--- src/rtl/channel_merge_wrr.sv ---
`default_nettype none
// ============================================================================
//  Module      : channel_merge_wrr
//  Description : N-to-1 request merger for one memory channel. Round-robin
//                arbitration with bounded burst locking feeds a FWFT queue
//                whose head is offered downstream under valid/grant.
//  Revision    : 1.0 - initial release
// ============================================================================
module channel_merge_wrr #(
    parameter int NUM_PORTS = 4,
    parameter int REQ_WIDTH = 64,
    parameter int LOG_DEPTH = 3,
    parameter int BURST_MAX = 4,
    localparam int SRC_W    = (NUM_PORTS > 1) ? $clog2(NUM_PORTS) : 1
) (
    input  logic                           clk,
    input  logic                           rst,
    input  logic [NUM_PORTS-1:0]           in_valid,
    input  logic [NUM_PORTS*REQ_WIDTH-1:0] in_data,
    output logic [NUM_PORTS-1:0]           in_grant,
    output logic                           out_valid,
    output logic [REQ_WIDTH-1:0]           out_data,
    output logic [SRC_W-1:0]               out_src,
    input  logic                           out_grant,
    output logic [LOG_DEPTH:0]             occupancy
);

    localparam int                 CNT_W       = $clog2(BURST_MAX + 1);
    localparam int                 DEPTH       = 1 << LOG_DEPTH;
    localparam logic [LOG_DEPTH:0] C_FULL      = {1'b1, {LOG_DEPTH{1'b0}}};
    localparam logic [CNT_W-1:0]   C_BURST_MAX = CNT_W'(BURST_MAX);
    localparam logic [SRC_W-1:0]   C_LAST_RST  = SRC_W'(NUM_PORTS - 1);

    // Arbitration state
    logic [SRC_W-1:0]     r_last;
    logic [CNT_W-1:0]     r_burst;

    // Queue state
    logic [REQ_WIDTH-1:0] r_mem_data [DEPTH];
    logic [SRC_W-1:0]     r_mem_src  [DEPTH];
    logic [LOG_DEPTH-1:0] r_wptr;
    logic [LOG_DEPTH-1:0] r_rptr;
    logic [LOG_DEPTH:0]   r_count;

    // Combinational signals
    logic [REQ_WIDTH-1:0] w_port_data [NUM_PORTS];
    logic                 w_full;
    logic                 w_empty;
    logic                 w_any;
    logic [SRC_W-1:0]     w_sel;
    logic [SRC_W-1:0]     w_cand;
    logic                 w_enq;
    logic                 w_deq;

    // Split the flat payload bus into per-port words
    for (genvar g = 0; g < NUM_PORTS; g++) begin : g_unpack
        assign w_port_data[g] = in_data[g*REQ_WIDTH +: REQ_WIDTH];
    end

    assign w_full  = (r_count == C_FULL);
    assign w_empty = (r_count == '0);

    // Grant selection: locked port first, else cyclic scan starting after last
    always_comb begin
        w_any  = 1'b0;
        w_sel  = '0;
        w_cand = '0;
        if (!w_full) begin
            if ((r_burst != '0) && (r_burst < C_BURST_MAX) && in_valid[r_last]) begin
                w_any = 1'b1;
                w_sel = r_last;
            end else begin
                for (int k = 1; k <= NUM_PORTS; k++) begin
                    w_cand = SRC_W'((int'(r_last) + k) % NUM_PORTS);
                    if (!w_any && in_valid[w_cand]) begin
                        w_any = 1'b1;
                        w_sel = w_cand;
                    end
                end
            end
        end
    end

    assign in_grant = w_any ? (NUM_PORTS'(1) << w_sel) : '0;
    assign w_enq    = w_any;
    assign w_deq    = !w_empty && out_grant;

    // Burst/last bookkeeping; everything is frozen while the queue is full
    always_ff @(posedge clk) begin
        if (rst) begin
            r_last  <= C_LAST_RST;
            r_burst <= '0;
        end else if (w_any) begin
            if ((w_sel == r_last) && (r_burst != '0)) begin
                if (r_burst != C_BURST_MAX) begin
                    r_burst <= r_burst + CNT_W'(1);
                end
            end else begin
                r_last  <= w_sel;
                r_burst <= CNT_W'(1);
            end
        end else if (!w_full) begin
            r_burst <= '0;
        end
    end

    // Queue storage; no reset needed since pointers qualify every read
    always_ff @(posedge clk) begin
        if (w_enq) begin
            r_mem_data[r_wptr] <= w_port_data[w_sel];
            r_mem_src[r_wptr]  <= w_sel;
        end
    end

    // Queue pointers and occupancy counter
    always_ff @(posedge clk) begin
        if (rst) begin
            r_wptr  <= '0;
            r_rptr  <= '0;
            r_count <= '0;
        end else begin
            if (w_enq) begin
                r_wptr <= r_wptr + LOG_DEPTH'(1);
            end
            if (w_deq) begin
                r_rptr <= r_rptr + LOG_DEPTH'(1);
            end
            case ({w_enq, w_deq})
                2'b10:   r_count <= r_count + (LOG_DEPTH+1)'(1);
                2'b01:   r_count <= r_count - (LOG_DEPTH+1)'(1);
                default: r_count <= r_count;
            endcase
        end
    end

    // Head is read straight from storage and forced to zero when empty
    assign out_valid = !w_empty;
    assign out_data  = w_empty ? '0 : r_mem_data[r_rptr];
    assign out_src   = w_empty ? '0 : r_mem_src[r_rptr];
    assign occupancy = r_count;

endmodule
`default_nettype wire

--- config.mk ---
export PLATFORM = sky130hd
export DESIGN_NAME = channel_merge_wrr
export DESIGN_NICKNAME = d
export VERILOG_FILES = /design/src/rtl/channel_merge_wrr.sv
export SDC_FILE = /design/constraint.sdc
export NUM_CORES = 1
export LEC_CHECK = 0
export CORE_UTILIZATION = 31
export DETAILED_ROUTE_END_ITERATION = 12
export GPL_TIMING_DRIVEN = 0
export SKIP_CTS_REPAIR_TIMING = 1
export SLEW_MARGIN = 20
export SYNTH_ARGS = -nofsm -noshare
export SYNTH_HDL_FRONTEND = slang
export SYNTH_SLANG_ARGS = --single-unit
--- constraint.sdc ---
create_clock -name clk -period 10.1 [get_ports clk]
set_input_delay 1.01 -clock clk [delete_from_list [all_inputs] [get_ports clk]]
set_output_delay 1.01 -clock clk [all_outputs]
set_load 0.01 [all_outputs]
# Yosys cells after proc, flatten, opt, wreduce, memory -nomap -nowiden
# Memories as Yosys holds them, arrays and structs flattened. A register that Yosys moved wholly into a read port is not among the register bits.
# Index checks and enable logic that the tools add are counted.
totals:
  n_memories: 2
  latch_bits: 0
  rom_bits: 0
  out_inout_bits: 75
  mem_bits_rw: 528
  register_bits: 15
  elab_cells: 94
mem_list:
  columns: ["name", "depth", "word_bits", "read_ports", "rd_ports_with_merged_regs", "write_ports", "line", "text"]
  rows:
  - ["r_mem_data", 8, 64, 1, 1, 1, "39", "logic [REQ_WIDTH-1:0] r_mem_data [DEPTH];"]
  - ["r_mem_src", 8, 2, 1, 1, 1, "40", "logic [SRC_W-1:0] r_mem_src [DEPTH];"]
op_classes:
  muxes: 45
  eq_ne: 7
  mul: 0
  bitwise_logic: 2
  order_cmp: 7
  shifts: 1
  n_div: 0
  n_addsub: 9
  n_reduce_logical: 16
op_table:
  columns: ["operator", "n"]
  rows:
  - ["$mux 64", 3]
  - ["$bmux 64 s2", 1]
  - ["$mux 3", 8]
  - ["$mux 1", 19]
  - ["$lt 2x3->1 const B", 5]
  - ["$mux 2", 7]
  - ["$bmux 1 s2", 5]
  - ["$add 3x1->3 const B", 3]
  - ["$pmux 4 s2", 1]
  - ["$logic_and 1x1->1", 7]
  - ["$add 2x1->2 const B", 2]
  - ["$add 2x2->2 const B", 2]
  - ["$add 4x1->4 const B", 1]
  - ["$eq 4x4->1 const B", 1]
  - ["$logic_not 1->1", 4]
  - ["$logic_not 4->1", 1]
  - ["$mux 4", 1]
  - ["$reduce_and 2->1", 2]
  - ["$shl 1x2->4 const A", 1]
  - ["$sub 4x1->4 const B", 1]
  - ["$ge 3x3->1 const B", 1]
  - ["$lt 3x3->1 const B", 1]
  - ["$ne 3x2->1 const B", 1]
  - ["$ne 3x3->1 const B", 1]
  - ["other kinds (8)", 8]

# Longest topological paths before layout
# Gate-level depths: netlist of run 1.
depth:
  ltp_word: 25
  mapped_depth: 14
  depth_no_buf: 12

# Worst setup path before layout of run 1
# OpenSTA, ideal clock, no wires.
synth_timing:
  path_type: "input port to flip-flop"
  start: "input in_valid[1]"
  end: "memory r_mem_data[2][0] (enable)"
  n_path_buf: 2
  arrival_time_ns: 8.921
  setup_ns: 0.676
  slack_ns: 0.503
  t_required_ns: 9.424
  path_stages: 8
  path_cell_list: "buf_2 > nor2_1 > o21ai_2 > and2_1 > o21a_1 > inv_1 > clkbuf_1 > nor4b_1"
synth_between:
  elab_chain_cells: 22
  word_cells_on_any_way: 31
  cone_classes: "24 x mux; 7 x reduce/logical"
synth_rtl:
  columns: ["item", "line", "text"]
  rows:
  - ["start, declared", "18", "input logic [NUM_PORTS-1:0] in_valid,"]
  - ["$bmux 1 s2", "75", "if (!w_any && in_valid[w_cand]) begin"]
  - ["$mux 1 (not written as such)", "75", null]
  - ["$mux 1", "75", null]
  - ["$mux 1", "69", "if ((r_burst != '0) && (r_burst < C_BURST_MAX) && in_valid[r_last]) begin"]
  - ["$mux 1", "68", "if (!w_full) begin"]
  - ["$logic_not 1->1", "75", null]
  - ["$logic_and 1x1->1", "75", null]
  - ["$mux 1", "75", null]
  - ["[6 not listed]", null, null]
  - ["$mux 1", "68", null]
  - ["$logic_not 1->1", "75", null]
  - ["$logic_and 1x1->1", "75", null]
  - ["$mux 1", "75", null]
  - ["$mux 1 *", "69", null]
  - ["$mux 1 *", "68", null]
  - ["$mux 1 *", "109", "if (w_enq) begin"]
  - ["$mux 1 (not written as such) *", "110", "r_mem_data[r_wptr] <= w_port_data[w_sel];"]
  - ["end, declared", "39", null]
# Every way passes the cells marked *; elsewhere a longest branch is shown, timed or not. The select of a mux whose other input is x is not followed.

==> flow_summary.yaml, run 1 <==
run_status:
  status: "complete, no violations"
floorplan:
  die_area_um2: 76500
  io_pins: 338
  die_y_um: 277
  core-area_um2: 74600
  start_util_pct: 31.3
  num_rows: 100
  die_w_um: 277
placement:
  placedCellCount: 2606
  gp_congestion: 0.732
  dpl_worst_slack_ns: 4.90
  io_buffers: 334
  dp_hpwl_um: 43800
critical_path:
  path_cells: "clkbuf_1 > clkbuf_1 > clkbuf_1 > mux4_2 > mux2i_1 > nor2_1 > clkdlybuf4s50_1"
  worst_path_most_repeated_cell: "clkbuf_1"
  start_kind: "flop"
  critPathRequiredTime_ns: 9.09
  arrival_ns: 4.12
  endpoint_kind: "primary output"
  max_stage_delay_ns: 0.74
  cp_slowest_cell: "clkbuf_1"
  critPathKind: "flop to primary output"
  cp_max_fo: 10
  reg2regPathDepth: 10
routing:
  via_count: 13000
  wire_per_inst_um: 22.2
  viasPerCell: 4.79
  drc: 0
  ant_nets: 0
  drtIter0Drc: 779
  dr.pass1.iters: 5
  drt-total-wl_um: 60100
hold_path:
  worstHoldPathCells: 2
  hp-class: "flop to flop"
sta:
  maxSlewHeadroom_pct: 29.4
  setup_viol: 0
  fin_worst_skew_ns: 0.0172
  hold_viol_final: 0
  fmax_ghz: 0.195
  setup_slack_ns: 4.97
  tightest_slew_ns: 1.03
  post-route-period-util_pct: 50.8
  final_max_slew_viol_count: 0
  rsz0062_at_grt: "false"
  fin_crit_ns: 5.13
logic_synthesis:
  async_reset_ff_share_pct: 0
  synthFlopType: "edfxtp_1"
  ys_seq_area_share_pct: 69.4
  synth.most_common_cell: "edfxtp_1"
  synth_area_per_cell_um2: 19.3
  netlist_top_cells_count: "edfxtp_1 (528), mux2i_1 (261), mux4_2 (133)"
  synthCells: 1212
  syn_area_um2: 23400
  ys_top_cells_by_area: "edfxtp_1 (68%), mux4_2 (13%), mux2i_1 (11%), dfxtp_1 (1.5%), nor2_1 (1.4%)"
  ys_warn_count: 0
  synthesis.nets: 1483
  synth_top_cell_by_area: "edfxtp_1"
  synth_top_area_share_pct: 67.9
  ys_ff_latch: 546
  yosys.cell_types.count: 53
  synth_edf_count: 528
clocking:
  cts_tree: "yes"
  clk_pin_slew_ns: 0.06
  clkLatencyLatePin_ns: 0.60
  cts_root_buf: "clkbuf_16"
  cts_made_buffers: 55
  cts.sinks: 546
  htreeDepth: 2
  clockBufferDepth: 3
power:
  leakage_uw: 0.0103
  clockPowerShare_pct: 22.4
  p_int_uw: 6420
  pwr-share-comb_pct: 40.1
  irDropWorstVdd_mv: 0.207
  p_per_area_nw_per_um2: 313
  power_frac_seq_pct: 37.5
  switching_power_uw: 3130
  switching_share_pct: 32.8
cells_and_area:
  finalNonFillerCells: 2710
  area_growth_pct: 30.7
  final_util_pct: 41.0
  drive_gt1_share_pct: 20.9
  fin_nets: 1965
global_route:
  grt_pass1_vias: 14100
  grt_max_degree: 19
  grt_pass1_wl_um: 89400
  antenna_found_initial: 0
  overflow: 0
  track_usage_pct: 15.7
job:
  drv_cap: 0
==> power groups by stage <==
stage	Sequential, uW	Clock, uW	Combinational [uW]
6_report	3590	2140	3830
5_1_grt	3630	2270	4140
4_1_cts	3590	2190	3940
3_5_place_dp	3640	0	3930
3_3_place_gp	3750	0	3730
2_1_floorplan	3650	0	2250
==> logic make-up after synthesis <==
logic type	after synthesis	share of synthesized area, %
xor+xnor	7	0.262
compound gates	35	1.05
buf+inv	90	2.19
flops	546	69.4
simple gates	132	2.64
fa+ha+maj	8	0.460
mux	394	24.0
==> metal layers <==
layer	share of wire (%)	global-route usage, %	vias to the layer above
li1	-	-	5914
met1	43	20.5	6671
met2	50	27.3	344
met3	5.1	3.14	59
met4	1.3	2.84	0
met5	0	0	-
==> layout by cell type (no fill, tap or decap), drive strengths merged, types with 2 or more instances in the layout <==
| master | instances |
|---|---|
| a21oi | 11 |
| a31oi | 8 |
| and2 | 4 |
| buf | 128 |
| bufinv | 11 |
| clkbuf | 104 |
| clkdlybuf4s50 | 334 |
| clkinv | 23 |
| clkinvlp | 3 |
| dfxtp | 18 |
| diode | 2 |
| edfxtp | 528 |
| ha | 7 |
| inv | 14 |
| mux2i | 261 |
| mux4 | 133 |
| nand2 | 11 |
| nand2b | 3 |
| nor2 | 85 |
| nor3 | 6 |
| nor3b | 5 |
| nor4 | 4 |
| nor4b | 3 |
| o21ai | 6 |
| o221a | 2 |
| xnor2 | 3 |
| xor2 | 4 |
==> per-stage QoR <==
| stage | power, uW | hold WS [ns] | setup TNS (ns) | instance area, um2 |
|---|---|---|---|---|
| finish | 9550 | 0.537 | 0 | 30500 |
| global route | 10000 | 0.573 | 0 | 30500 |
| CTS | 9720 | 0.537 | 0 | 30500 |
| detailed placement | 7570 | 0.524 | 0 | 28600 |
| global placement | 7480 | 0.484 | -2305.78 | 27900 |
| floorplan | 5900 | 0.457 | 0 | 23400 |
==> registers in the layout, indices dropped and copies added, names as in the netlist, named ones only <==
name,count
r_mem_data,512
r_mem_src,16
occupancy,4
r_burst,3
r_rptr,3
r_wptr,3
r_last,2
==> worst max-delay path, delay by kind of cell (launching register included) <==
| family | cells | cell delay [ns] |
|---|---|---|
| buffers and inverters | 4 | 2.51 |
| DFF | 1 | 0.31 |
| muxes | 2 | 0.40 |
| and+or+nand+nor | 1 | 0.30 |
==> area by class of cell <==
type,count,area (um2)
Multi-Input combinational cell,576,6690
Clock buffer,63,1410
Tap cell,969,1210
Timing Repair Buffer,425,4010
Sequential cell,546,16200
Clock inverter,39,484
Fill cell,6703,44000
Buffer,78,467
Antenna cell,2,5.00
Inverter,12,45.0
==> worst paths after layout <==
| check | startpoint | end | slack (ns) |
|---|---|---|---|
| max reg2reg | r_last[0] | r_mem_data[3][36] | 6.32 |
| min | r_rptr[2] | flop | 0.54 |
| max | flop | out_data[38] | 4.97 |
| min reg2reg | r_rptr[2] | flop | 0.54 |
No activity file was read; power rests on OpenSTA's default activity.
==> run 2: changes to the inputs <==
==> constraint.sdc (replaced) <==
create_clock -name clk -period 4.4 [get_ports clk]
set_input_delay 0.44 -clock clk [delete_from_list [all_inputs] [get_ports clk]]
set_output_delay 0.44 -clock clk [all_outputs]
set_load 0.01 [all_outputs]
==> run 2 against run 1 <==
  * Total power increased by 130%
  * Critical endpoint is now in_grant[3]
  * Non-clock buffer count decreased by 35
  * Cell count decreased by 1.2%
  * Wire length increased by 0.87%
  * Combinational power increased by 130%
  * Largest cell class unchanged
  * Via count increased by 0.55%
  * Clock skew increased by 0.0011 ns
  * Global-route usage increased by 0.14 points
==> flow_summary.yaml, run 2 (synthesis gave the netlist of run 1 again) <==
cells_and_area:
  n_antenna_cell: 0
  fin_nets: 1932
  top_register: "r_mem_data"
  final_cell_mix: "edfxtp_1 (528), clkdlybuf4s50_1 (334), mux2i_1 (261), mux4_2 (133), nor2_1 (84)"
  area_growth_pct: 31.2
  finalNonFillerCells: 2677
  largest_reg_flops: 512
  drive_gt1_share_pct: 20.3
  layout_commonest_cell: "edfxtp_1"
floorplan:
  num_rows: 100
  io_pins: 338
  core-area_um2: 74600
  die_w_um: 277
  start_util_pct: 31.3
  die_area_um2: 76500
  die_y_um: 277
critical_path:
  r2r_slack_ns: 0.52
  start_kind: "flop"
  arrival_ns: 3.74
  max_stage_delay_ns: 0.53
  critPathKind: "flop to primary output"
  worst-path-buf-inv: 6
  path_cells: "buf_2 > buf_2 > nand2_1 > a21oi_1 > nor4_2 > o21ai_4 > inv_2 > buf_4 > buf_4 > and2_1 > clkdlybuf4s50_1"
  cp_slowest_cell: "clkdlybuf4s50_1"
  endpoint_kind: "primary output"
  critPathRequiredTime_ns: 3.96
  cp_max_fo: 17
  cp_top_family: "buffers and inverters"
power:
  leakage_uw: 0.0103
  switching_share_pct: 33.0
  clockPowerShare_pct: 22.0
  pwr-share-comb_pct: 40.4
  p_per_area_nw_per_um2: 714
  switching_power_uw: 7220
  irDropWorstVdd_mv: 0.329
  power_frac_seq_pct: 37.6
  power_uw: 21900
  p_int_uw: 14700
global_route:
  grt_max_degree: 18
  track_usage_pct: 15.9
  grt_pass1_wl_um: 90500
  overflow: 0
  antenna_found_initial: 1
  grt_pass1_vias: 14100
placement:
  gp_congestion: 0.760
  placedCellCount: 2571
  dpl_worst_slack_ns: -0.0835
  dp_hpwl_um: 43000
  io_buffers: 334
sta:
  tightest_slew_ns: 1.03
  setup_viol: 0
  setup_slack_ns: 0.217
  rsz0062_at_grt: "false"
  fmax_ghz: 0.239
  post-route-period-util_pct: 95.1
  maxSlewHeadroom_pct: 31.5
  fin_worst_skew_ns: 0.0183
  fin_crit_ns: 4.18
  final_max_slew_viol_count: 0
  hold_viol_final: 0
clocking:
  htreeDepth: 2
  cts.sinks: 546
  clockBufferDepth: 3
  cts_tree: "yes"
  clk_pin_slew_ns: 0.06
  clkLatencyLatePin_ns: 0.61
  cts_root_buf: "clkbuf_16"
  cts_made_buffers: 57
hold_path:
  hp-class: "primary input to flop"
routing:
  drt-total-wl_um: 60600
  wire_per_inst_um: 22.6
  dr.pass1.iters: 4
  drtIter0Drc: 795
  via_count: 13100
  ant_nets: 0
  drc: 0
  viasPerCell: 4.88
run_status:
  status: "complete, no violations"
job:
  drv_cap: 0
## run 2: cell types whose count changed in the layout (fill, tap and decap cells not counted), moves of 5 or more
cell and delta:
buf_2 -33, buf_4 -39, buf_6 +20, buf_8 +16, bufinv_16 -6, clkbuf_1 -9
clkbuf_16 +5, clkbuf_2 +8
## run 2: path summary, 6_finish.rpt
kind | start | end | cells after the start
max | r_last[0] | in_grant[3] | 11
min | rst | occupancy[3] | 2
max reg2reg | r_last[0] | occupancy[3] | 14
min reg2reg | r_burst[1] | r_burst[1] | 2
## run 2: power groups by stage
stage | combinational, uW | sequential, uW | clock (uW)
2_1_floorplan | 5190 | 8310 | 0
3_3_place_gp | 8530 | 8400 | 0
3_5_place_dp | 9090 | 8350 | 0
4_1_cts | 9110 | 8250 | 4900
5_1_grt | 9580 | 8330 | 5090
6_report | 8850 | 8240 | 4810
## run 2: per-stage QoR
step           hold slack [ns]   TNS, ns  utilization (%)  cell area [um2]
6_report                 0.246         0             41.1            30700
5_1_grt                  0.281         0             41.1            30700
4_1_cts                  0.202     -7.37             41.1            30600
3_5_place_dp             0.494    -0.853             38.6            28700
3_3_place_gp             0.484  -1717.59             37.5            28000
2_1_floorplan            0.457   -191.78                -            23400
## run 2: per-layer routing
layer	global-route usage, %	wire [um]	up-vias
met4	2.84	733	0
li1	-	-	5829
met3	2.89	2800	57
met5	0	0	-
met2	27.5	30700	319
met1	20.9	26400	6854
## run 2: cell type report
cell class                      count  area (um2)
Sequential cell                   546       16200
Clock buffer                       67        1560
Tap cell                          969        1210
Buffer                             78         477
Timing Repair Buffer              390        4060
Fill cell                        6683       43900
Inverter                           12        45.0
Clock inverter                     39         337
Multi-Input combinational cell    576        6760
==> run 3: changes to the inputs <==
--- a/config.mk
+++ b/config.mk
@@ -5,9 +5,12 @@
 export SDC_FILE = /design/constraint.sdc
 export NUM_CORES = 1
 export LEC_CHECK = 0
+export CELL_PAD_IN_SITES_DETAIL_PLACEMENT = 1
+export CELL_PAD_IN_SITES_GLOBAL_PLACEMENT = 2
 export CORE_UTILIZATION = 31
 export DETAILED_ROUTE_END_ITERATION = 12
 export GPL_TIMING_DRIVEN = 0
+export PLACE_DENSITY_LB_ADDON = 0.1
 export SKIP_CTS_REPAIR_TIMING = 1
 export SLEW_MARGIN = 20
 export SYNTH_ARGS = -nofsm -noshare
==> run 3 against run 2 <==
  * Die area stayed put
  * Utilization is 0.11 points lower
  * First-iteration DRC count is 30% lower
  * Total power is 0.43% lower
  * Critical endpoint unchanged
  * Largest cell class unchanged
  * Largest power group unchanged
==> flow_summary.yaml, run 3 (synthesis gave the netlist of run 1 again) <==
clocking:
  cts_root_buf: "clkbuf_16"
  cts_made_buffers: 58
  htreeDepth: 2
  cts.sinks: 546
  clk_pin_slew_ns: 0.06
  cts_tree: "yes"
  clockBufferDepth: 3
  clkLatencyLatePin_ns: 0.61
hold_path:
  worstHoldPathCells: 2
  hp-start: "rst"
  min_to: "occupancy[3]"
  hp-class: "primary input to flop"
power:
  power_frac_seq_pct: 37.8
  pwr-share-comb_pct: 40.7
  switching_share_pct: 32.9
  irDropWorstVdd_mv: 0.340
  clockPowerShare_pct: 21.6
  switching_power_uw: 7180
  leakage_uw: 0.0102
  p_per_area_nw_per_um2: 713
  p_int_uw: 14600
  power_uw: 21800
routing:
  viasPerCell: 4.81
  drtIter0Drc: 558
  via_count: 12900
  drt-total-wl_um: 63000
  wire_per_inst_um: 23.5
  ant_nets: 0
  dr.pass1.iters: 4
  drc: 0
critical_path:
  critPathRequiredTime_ns: 3.96
  arrival_ns: 3.77
  start_kind: "flop"
  cp_max_fo: 17
  r2r_end: "occupancy[3]"
  critPathKind: "flop to primary output"
  r2r-start: "r_last[0]"
  reg2regPathDepth: 14
  endpoint_kind: "primary output"
  r2r_slack_ns: 0.63
cells_and_area:
  ff_latch_area_um2: 16200
  layout_commonest_cell: "edfxtp_1"
  top_register: "r_mem_data"
  area_growth_pct: 30.9
  finalNonFillerCells: 2678
  nFillCells: 7270
  fin_nets: 1933
  largest_reg_flops: 512
  final_cell_mix: "edfxtp_1 (528), clkdlybuf4s50_1 (334), mux2i_1 (261), mux4_2 (133), nor2_1 (84)"
  drive_gt1_share_pct: 19.5
  multiInputGateArea_um2: 6760
floorplan:
  die_y_um: 277
  die_w_um: 277
  io_pins: 338
  core-area_um2: 74600
  die_area_um2: 76500
  num_rows: 100
  start_util_pct: 31.3
global_route:
  overflow: 0
  antenna_found_initial: 3
  grt_pass1_wl_um: 93500
  track_usage_pct: 16.5
  grt_max_degree: 20
  grt_pass1_vias: 14100
placement:
  gp_congestion: 0.680
  dp_hpwl_um: 45100
  io_buffers: 334
  placedCellCount: 2572
sta:
  setup_viol: 0
  tightest_slew_ns: 1.06
  rsz0062_at_grt: "true"
  hold_viol_final: 0
  maxSlewHeadroom_pct: 29.2
  fmax_ghz: 0.237
  fin_crit_ns: 4.21
  post-route-period-util_pct: 95.8
  fin_worst_skew_ns: 0.0196
  final_max_slew_viol_count: 0
job:
  drv_cap: 0
run_status:
  status: "complete, no violations"
==> run 3: metal layers <==
layer	vias to the layer above	track usage [%]	routed length, um	part of all wire [%]
met3	69	2.92	2760	4.4
met1	6742	21.0	26900	43
li1	5824	-	-	-
met5	-	0	0	0
met2	259	29.4	32300	51
met4	0	3.47	1000	1.6
==> run 3: power by group through the flow <==
stage | Combinational, uW | Clock, uW | Sequential (uW)
5_1_grt | 9680 | 5020 | 8340
2_1_floorplan | 5190 | 0 | 8310
4_1_cts | 9240 | 4850 | 8250
3_3_place_gp | 8700 | 0 | 8410
6_report | 8870 | 4700 | 8240
3_5_place_dp | 9220 | 0 | 8360
==> run 3: worst max path at each step <==
| stage | from | end | slack, ns |
|---|---|---|---|
| floorplan | in_valid[1] | r_mem_data[1][0] | -1.34 |
| global placement | in_valid[0] | r_mem_data[0][14] | -6.65 |
| detailed placement | in_valid[0] | r_mem_data[3][14] | 0.08 |
| CTS | flop | out_data[55] | -0.23 |
| global route | r_last[0] | in_grant[3] | -0.01 |
| finish | r_last[0] | in_grant[3] | 0.19 |
==> run 3: layout make-up <==
cell class	count	area share, %
flip-flops and latches	546	53.0
multi-input cells	576	22.1
repair buffers	391	13.3
clock buffers	80	5.12
well taps	969	3.96
plain buffers	77	1.57
clock inverters	26	0.814
inverters	12	0.147
diodes	1	0.00818
==> run 3: stage by stage <==
| step | instance area [um2] | setup TNS, ns | worst slack [ns] | hold slack [ns] | util (%) |
|---|---|---|---|---|---|
| floorplan | 23400 | -191.78 | -1.34 | 0.457 | - |
| global placement | 28000 | -1806.15 | -6.65 | 0.480 | 37.5 |
| detailed placement | 28700 | 0 | 0.0773 | 0.491 | 38.5 |
| CTS | 30600 | -4.95 | -0.228 | 0.254 | 41.0 |
| global route | 30600 | -0.0101 | -0.0101 | 0.285 | 41.0 |
| finish | 30600 | 0 | 0.186 | 0.279 | 41.0 |
==> run 3: critical path, cell delays in order, from the launching register on <==
cell and delay (ns):
dfxtp_1 0.29, buf_2 0.17, buf_2 0.20, nand2_1 0.11, a21oi_1 0.07, nor4_1 0.54, o21ai_4 0.18, inv_2 0.24
buf_4 0.30, buf_4 0.33, and2_1 0.17, clkdlybuf4s50_1 0.54
==> patch 1: new RTL, config.mk and constraints of run 3 <==
`BURST_MAX`: 4 -> 2.
--- a/src/rtl/channel_merge_wrr.sv
+++ b/src/rtl/channel_merge_wrr.sv
@@ -10,7 +10,7 @@
     parameter int NUM_PORTS = 4,
     parameter int REQ_WIDTH = 64,
     parameter int LOG_DEPTH = 3,
-    parameter int BURST_MAX = 4,
+    parameter int BURST_MAX = 2,
     localparam int SRC_W    = (NUM_PORTS > 1) ? $clog2(NUM_PORTS) : 1
 ) (
     input  logic                           clk,
Formal check against the unedited RTL: not equivalent (a bounded check fails within 4 cycles, from zero or initial values and one cycle with rst high).
==> patch 1 against run 3 <==
Clock power is 4.7% lower. Sequential cell count is 1 lower. Routed wire length is 1.1% higher. Clock skew is 6.1 ps lower. Core utilization is 0.15 points lower. Power is 4.5% lower. Synthesized area is 0.33% lower. Worst setup slack better by 25 ps. Die area is 0.33% lower. Hold slack worse by 57 ps. First-iteration DRC count is 29% higher. Sequential share of layout area is 0.22 points higher. Cell area is 0.53% lower. Combinational power is 5.2% lower. Highest routed layer unchanged.
==> patch 1: results (changes against run 3) <==
| Metric | Value |
|---|---|
| Static leakage | 10.08 nW (-1.4%) |
| Post-synth EDFFs | 528 (unchanged) |
| Filler cells | 7194 (-1.0%) |
| H-tree depth | 2 (unchanged) |
| Yosys Warn Count | 0 (unchanged) |
| Async SR Flop Fraction | 0% (unchanged) |
| Number of global-route vias before repair | 14340 (+1.3%) |
| Mean Syn Cell Area | 19.33 µm² (+0.25%) |
| Layout cells sized above 1 | 18.64% (-0.86 points) |
| Biggest register | r_mem_data |
| # port buffers | 334 (unchanged) |
| Initial antenna violation count | 1 (-2) |
| CTS Buffer Depth | 3 (unchanged) |
| Max_slew headroom | 29.27% (+0.095 points) |
| Final net count | 1932 (-0.052%) |
| Yosys cell types | 43 (-19%) |
| Seq/Total Area, Yosys | 69.54% (+0.15 points) |
| Ys flop type | edfxtp_1 |
| Clock Latency Late Sink | 600 ps |
| CTS Buf Count | 57 (-1.7%) |
| Max stage delay on crit path | 680 ps (+140 ps) |
| Iter 0 DRT Violations | 719 (+29%) |
| Post-synth top cells | edfxtp_1, mux2i_1, mux4_2 |
| Post-Route WL | 63640 µm (+1.1%) |
| Largest net degree at the start of global routing | 18 (-10%) |
| Crit path arrival time | 3750 ps (-20 ps) |
| Clock slew at reported path FFs | 60 ps (about the same) |
| WL per Instance | 23.77 µm (+1.1%) |
| Worst-path fanout max | 10 (-7) |
| Syn Nets | 1477 (-0.40%) |
| CTS root buffer | clkbuf_16 |
| GRT Total Usage | 16.81% (+0.26 points) |
| Hold WC Path Type | primary input to flip-flop |
| Status | finished, final reports clean |
| GP Congestion | 0.6988 (+2.8%) |
| Pre-CTS setup slack | -191.4 ps (-268.7 ps) |
| DP Wirelength | 45160 µm (+0.11%) |
| Max Slew Vio Count | 0 (unchanged) |
| First-pass GRT wire length | 94740 µm (+1.3%) |
| Area contributors post-synth | edfxtp_1, mux4_2, mux2i_1 |
| Placed cells | 2570 (-0.078%) |
| Peak VDD IR | 0.3000 mV (-12%) |
| CP max-delay cell | clkdlybuf4s15_1 |
| Max reg flops | 512 (unchanged) |
| Setup violators final | 0 (unchanged) |
| Clock skew | 13.53 ps (-6.097 ps) |
| Placed cell area | 28680 µm² (-0.22%) |
| Via Count | 12950 (+0.43%) |
| Drt first pass iters | 5 (+1) |
==> patch 1: cell types whose count changed in the layout (fill, tap and decap cells not counted), sizes merged, moves of 4 or more <==
cell	change
buf	+6
nand2b	+6
nor2	+6
a31oi	-5
nor3b	-5
nor3	+4
o21ai	-4
==> patch 1: per-stage QoR <==
stage               power (W)  hold WS [ps]  utilization (%)
floorplan             0.01298         484.7                -
CTS                   0.02128         187.2            40.84
global route          0.02197         223.2            40.87
detailed placement    0.01675         522.7            38.53
global placement      0.01651         517.9            37.43
finish                0.02082         221.9            40.87
==> patch 1: final timing paths <==
kind                            startpoint                end  slack [ps]  depth (start not counted)
worst max-delay path             flip-flop       out_data[63]         210                          7
worst min-delay path                   rst       occupancy[3]         220                          2
worst max register to register   r_last[0]  r_mem_data[5][33]         650                          9
worst min register to register   r_rptr[2]          r_rptr[2]         540                          2
==> patch 1: final cells by class <==
cell class | count | area, µm² | share of cell area (%)
timing repair buffer | 396 | 4110 | 13.51
antenna | 2 | 5.005 | 0.01645
sequential | 545 | 16200 | 53.22
clock inverter | 23 | 155.1 | 0.5099
multi-input combinational | 574 | 6673 | 21.93
inverter | 12 | 45.04 | 0.1480
tap | 969 | 1212 | 3.984
buffer | 74 | 470.5 | 1.546
clock buffer | 82 | 1563 | 5.136
==> patch 1: cells by family after synthesis <==
family / synth area share, %
adder cells (fa/ha/maj): 0.5158
AO/OA/AOI/OAI: 0.9563
buffers and inverters: 2.111
flip-flops: 69.54
multiplexers: 24.27
AND/OR/NAND/NOR: 2.342
XOR/XNOR: 0.2632
==> patch 1: worst max-delay path, delay by kind of cell (launching register included) <==
kind | cells | cell delay, ps
flops | 1 | 300
simple gates | 1 | 310
buf+inv | 4 | 2150
mux | 2 | 400
==> patch 1: power breakdown <==
part           leakage [nW]  total, W  internal (W)  switching [W]
clock                 0.831   0.00448       0.00257        0.00191
combinational          4.26   0.00841       0.00369        0.00472
sequential             4.98   0.00793       0.00771       0.000217
==> patch 1: per-layer routing <==
layer / part of all wire [%] / global-route usage [%] / routed length (µm)
met5: 0 / 0 / 0
met4: 1.4 / 3.409 / 920
met3: 4.0 / 2.848 / 2522
met2: 51 / 29.66 / 32600
met1: 43 / 21.70 / 27600
==> patch 2: new RTL, settings of run 3 <==
Without the edit above. Reset style: asynchronous (`rst`), changed in 2 clocked blocks.
--- a/src/rtl/channel_merge_wrr.sv
+++ b/src/rtl/channel_merge_wrr.sv
@@ -86,7 +86,7 @@
     assign w_deq    = !w_empty && out_grant;
 
     // Burst/last bookkeeping; everything is frozen while the queue is full
-    always_ff @(posedge clk) begin
+    always_ff @(posedge clk or posedge rst) begin
         if (rst) begin
             r_last  <= C_LAST_RST;
             r_burst <= '0;
@@ -113,7 +113,7 @@
     end
 
     // Queue pointers and occupancy counter
-    always_ff @(posedge clk) begin
+    always_ff @(posedge clk or posedge rst) begin
         if (rst) begin
             r_wptr  <= '0;
             r_rptr  <= '0;
Formal check against the unedited RTL: not equivalent (Yosys sat finds a counterexample within 4 cycles, from zero or initial values and one cycle with rst high; the reset may be asserted at any time).
==> patch 2 against run 3 <==
Clock power fell by 3%. Worst setup slack improved by 74 ps. Sequential cell count is 3 lower. Combinational power rose by 62%. Count of clock-buffer cells in the layout fell by 6. Sequential share of layout area shrank 0.48 points. Cell area is 1.0% higher. Via count grew 4.7%. Power increased by 34%. Synthesized area up 1.2%. Routed wire length up 9.2%. Highest routed layer unchanged.
==> patch 2: results (changes against run 3) <==
| Metric | Value |
|---|---|
| Largest net degree at the start of global routing | 20 (unchanged) |
| DP Wirelength | 49920 µm (+11%) |
| Yosys cell types | 51 (-3.8%) |
| Status | finished, final reports clean |
| Max stage delay on crit path | 600 ps (+60 ps) |
| Max_slew headroom | 28.32% (-0.86 points) |
| Crit path arrival time | 3700 ps (-70 ps) |
| Post-synthesis compound-gate area fraction | 5.841% (+4.8 points) |
| GRT Total Usage | 17.86% (+1.3 points) |
| Drt first pass iters | 5 (+1) |
| First-pass GRT wire length | 101100 µm (+8.2%) |
| Final net count | 2000 (+3.5%) |
| Xor/xnor share of the synthesized area | 0.2963% (+0.034 points) |
| Final hold slack | 250.5 ps (-28.41 ps) |
| Layout cells sized above 1 | 23.56% (+4.1 points) |
| Clock skew | 19.88 ps (+0.2486 ps) |
| Post-synthesis adder-cell area fraction | 0.4550% (-0.0055 points) |
| Post-Route WL | 68770 µm (+9.2%) |
| Static leakage | 10.43 nW (+2.1%) |
| Syn Nets | 1540 (+3.8%) |
| Reg2reg end | r_mem_data[1][46] |
| Hold WC Path Type | primary input to async pin |
| CP startpoint | r_last[1] |
| Async SR Flop Fraction | 2.762% (+2.8 points) |
| Seq/Total Area, Yosys | 68.64% (-0.75 points) |
| Peak VDD IR | 0.4629 mV (+36%) |
| Iter 0 DRT Violations | 773 (+39%) |
| Number of global-route vias before repair | 14930 (+5.5%) |
| Cells on worst reg2reg path | 9 (-5) |
| Initial antenna violation count | 1 (-2) |
| Filler cells | 7325 (+0.76%) |
| Post-synth top cells | edfxtp_1, mux2i_1, mux4_2 |
| Area contributors post-synth | edfxtp_1, mux4_2, mux2i_1 |
| GP Congestion | 0.7128 (+4.8%) |
| H-tree depth | 2 (unchanged) |
[patch 2: cell types whose count changed after synthesis, moves of 4 or more]
cell / before / now
buf_6: 1 / 10
a21oi_1: 11 / 70
mux2i_1: 261 / 133
dfxtp_1: 18 / 0
dfrtp_1: 0 / 13
a31oi_1: 7 / 0
clkbuf_4: 7 / 0
buf_2: 19 / 24
nor2_1: 85 / 74
nor2b_1: 1 / 66
a211oi_2: 0 / 64
clkbuf_1: 34 / 38
nor3b_1: 5 / 0
[patch 2: how the worst max path moves through the flow]
| stage | to | cells past startpoint |
|---|---|---|
| final | in_grant[2] | 9 |
| after global routing | in_grant[2] | 10 |
| after CTS | out_data[25] | 7 |
| after detailed placement | r_mem_data[3][33] | 9 |
| after global placement | r_mem_data[2][17] | 6 |
| after floorplan | r_mem_data[2][0] | 5 |
[patch 2: per-stage QoR]
stage                     worst slack [ps]  cell area [µm²]  std cells
after detailed placement            -229.4            29090       2636
after global routing                 67.30            30900       2744
final                                260.4            30900       2744
after CTS                           -463.4            30860       2741
after floorplan                      -1871            23670       1269
after global placement               -8499            28220       2572
[patch 2: metal layers]
layer	GRT usage, %	vias up	wire [µm]
li1	-	6056	-
met2	30.11	283	33880
met1	24.20	7098	30940
met5	0	-	0
met4	4.335	0	1314
met3	2.653	65	2643
[patch 2: final cells by class]
cell class / count / area share (%)
inverter: 13 / 0.1579
antenna: 1 / 0.008097
clock buffer: 74 / 5.024
sequential: 543 / 52.53
buffer: 90 / 1.907
tap: 969 / 3.923
clock inverter: 31 / 0.6802
multi-input combinational: 623 / 22.25
timing repair buffer: 400 / 13.52
[patch 2: power breakdown]
group          total (W)  switching, W  leakage [nW]  internal [W]
logic             0.0144       0.00857          4.58       0.00582
clock network    0.00456       0.00197         0.854       0.00259
registers         0.0102      0.000475          4.99       0.00974
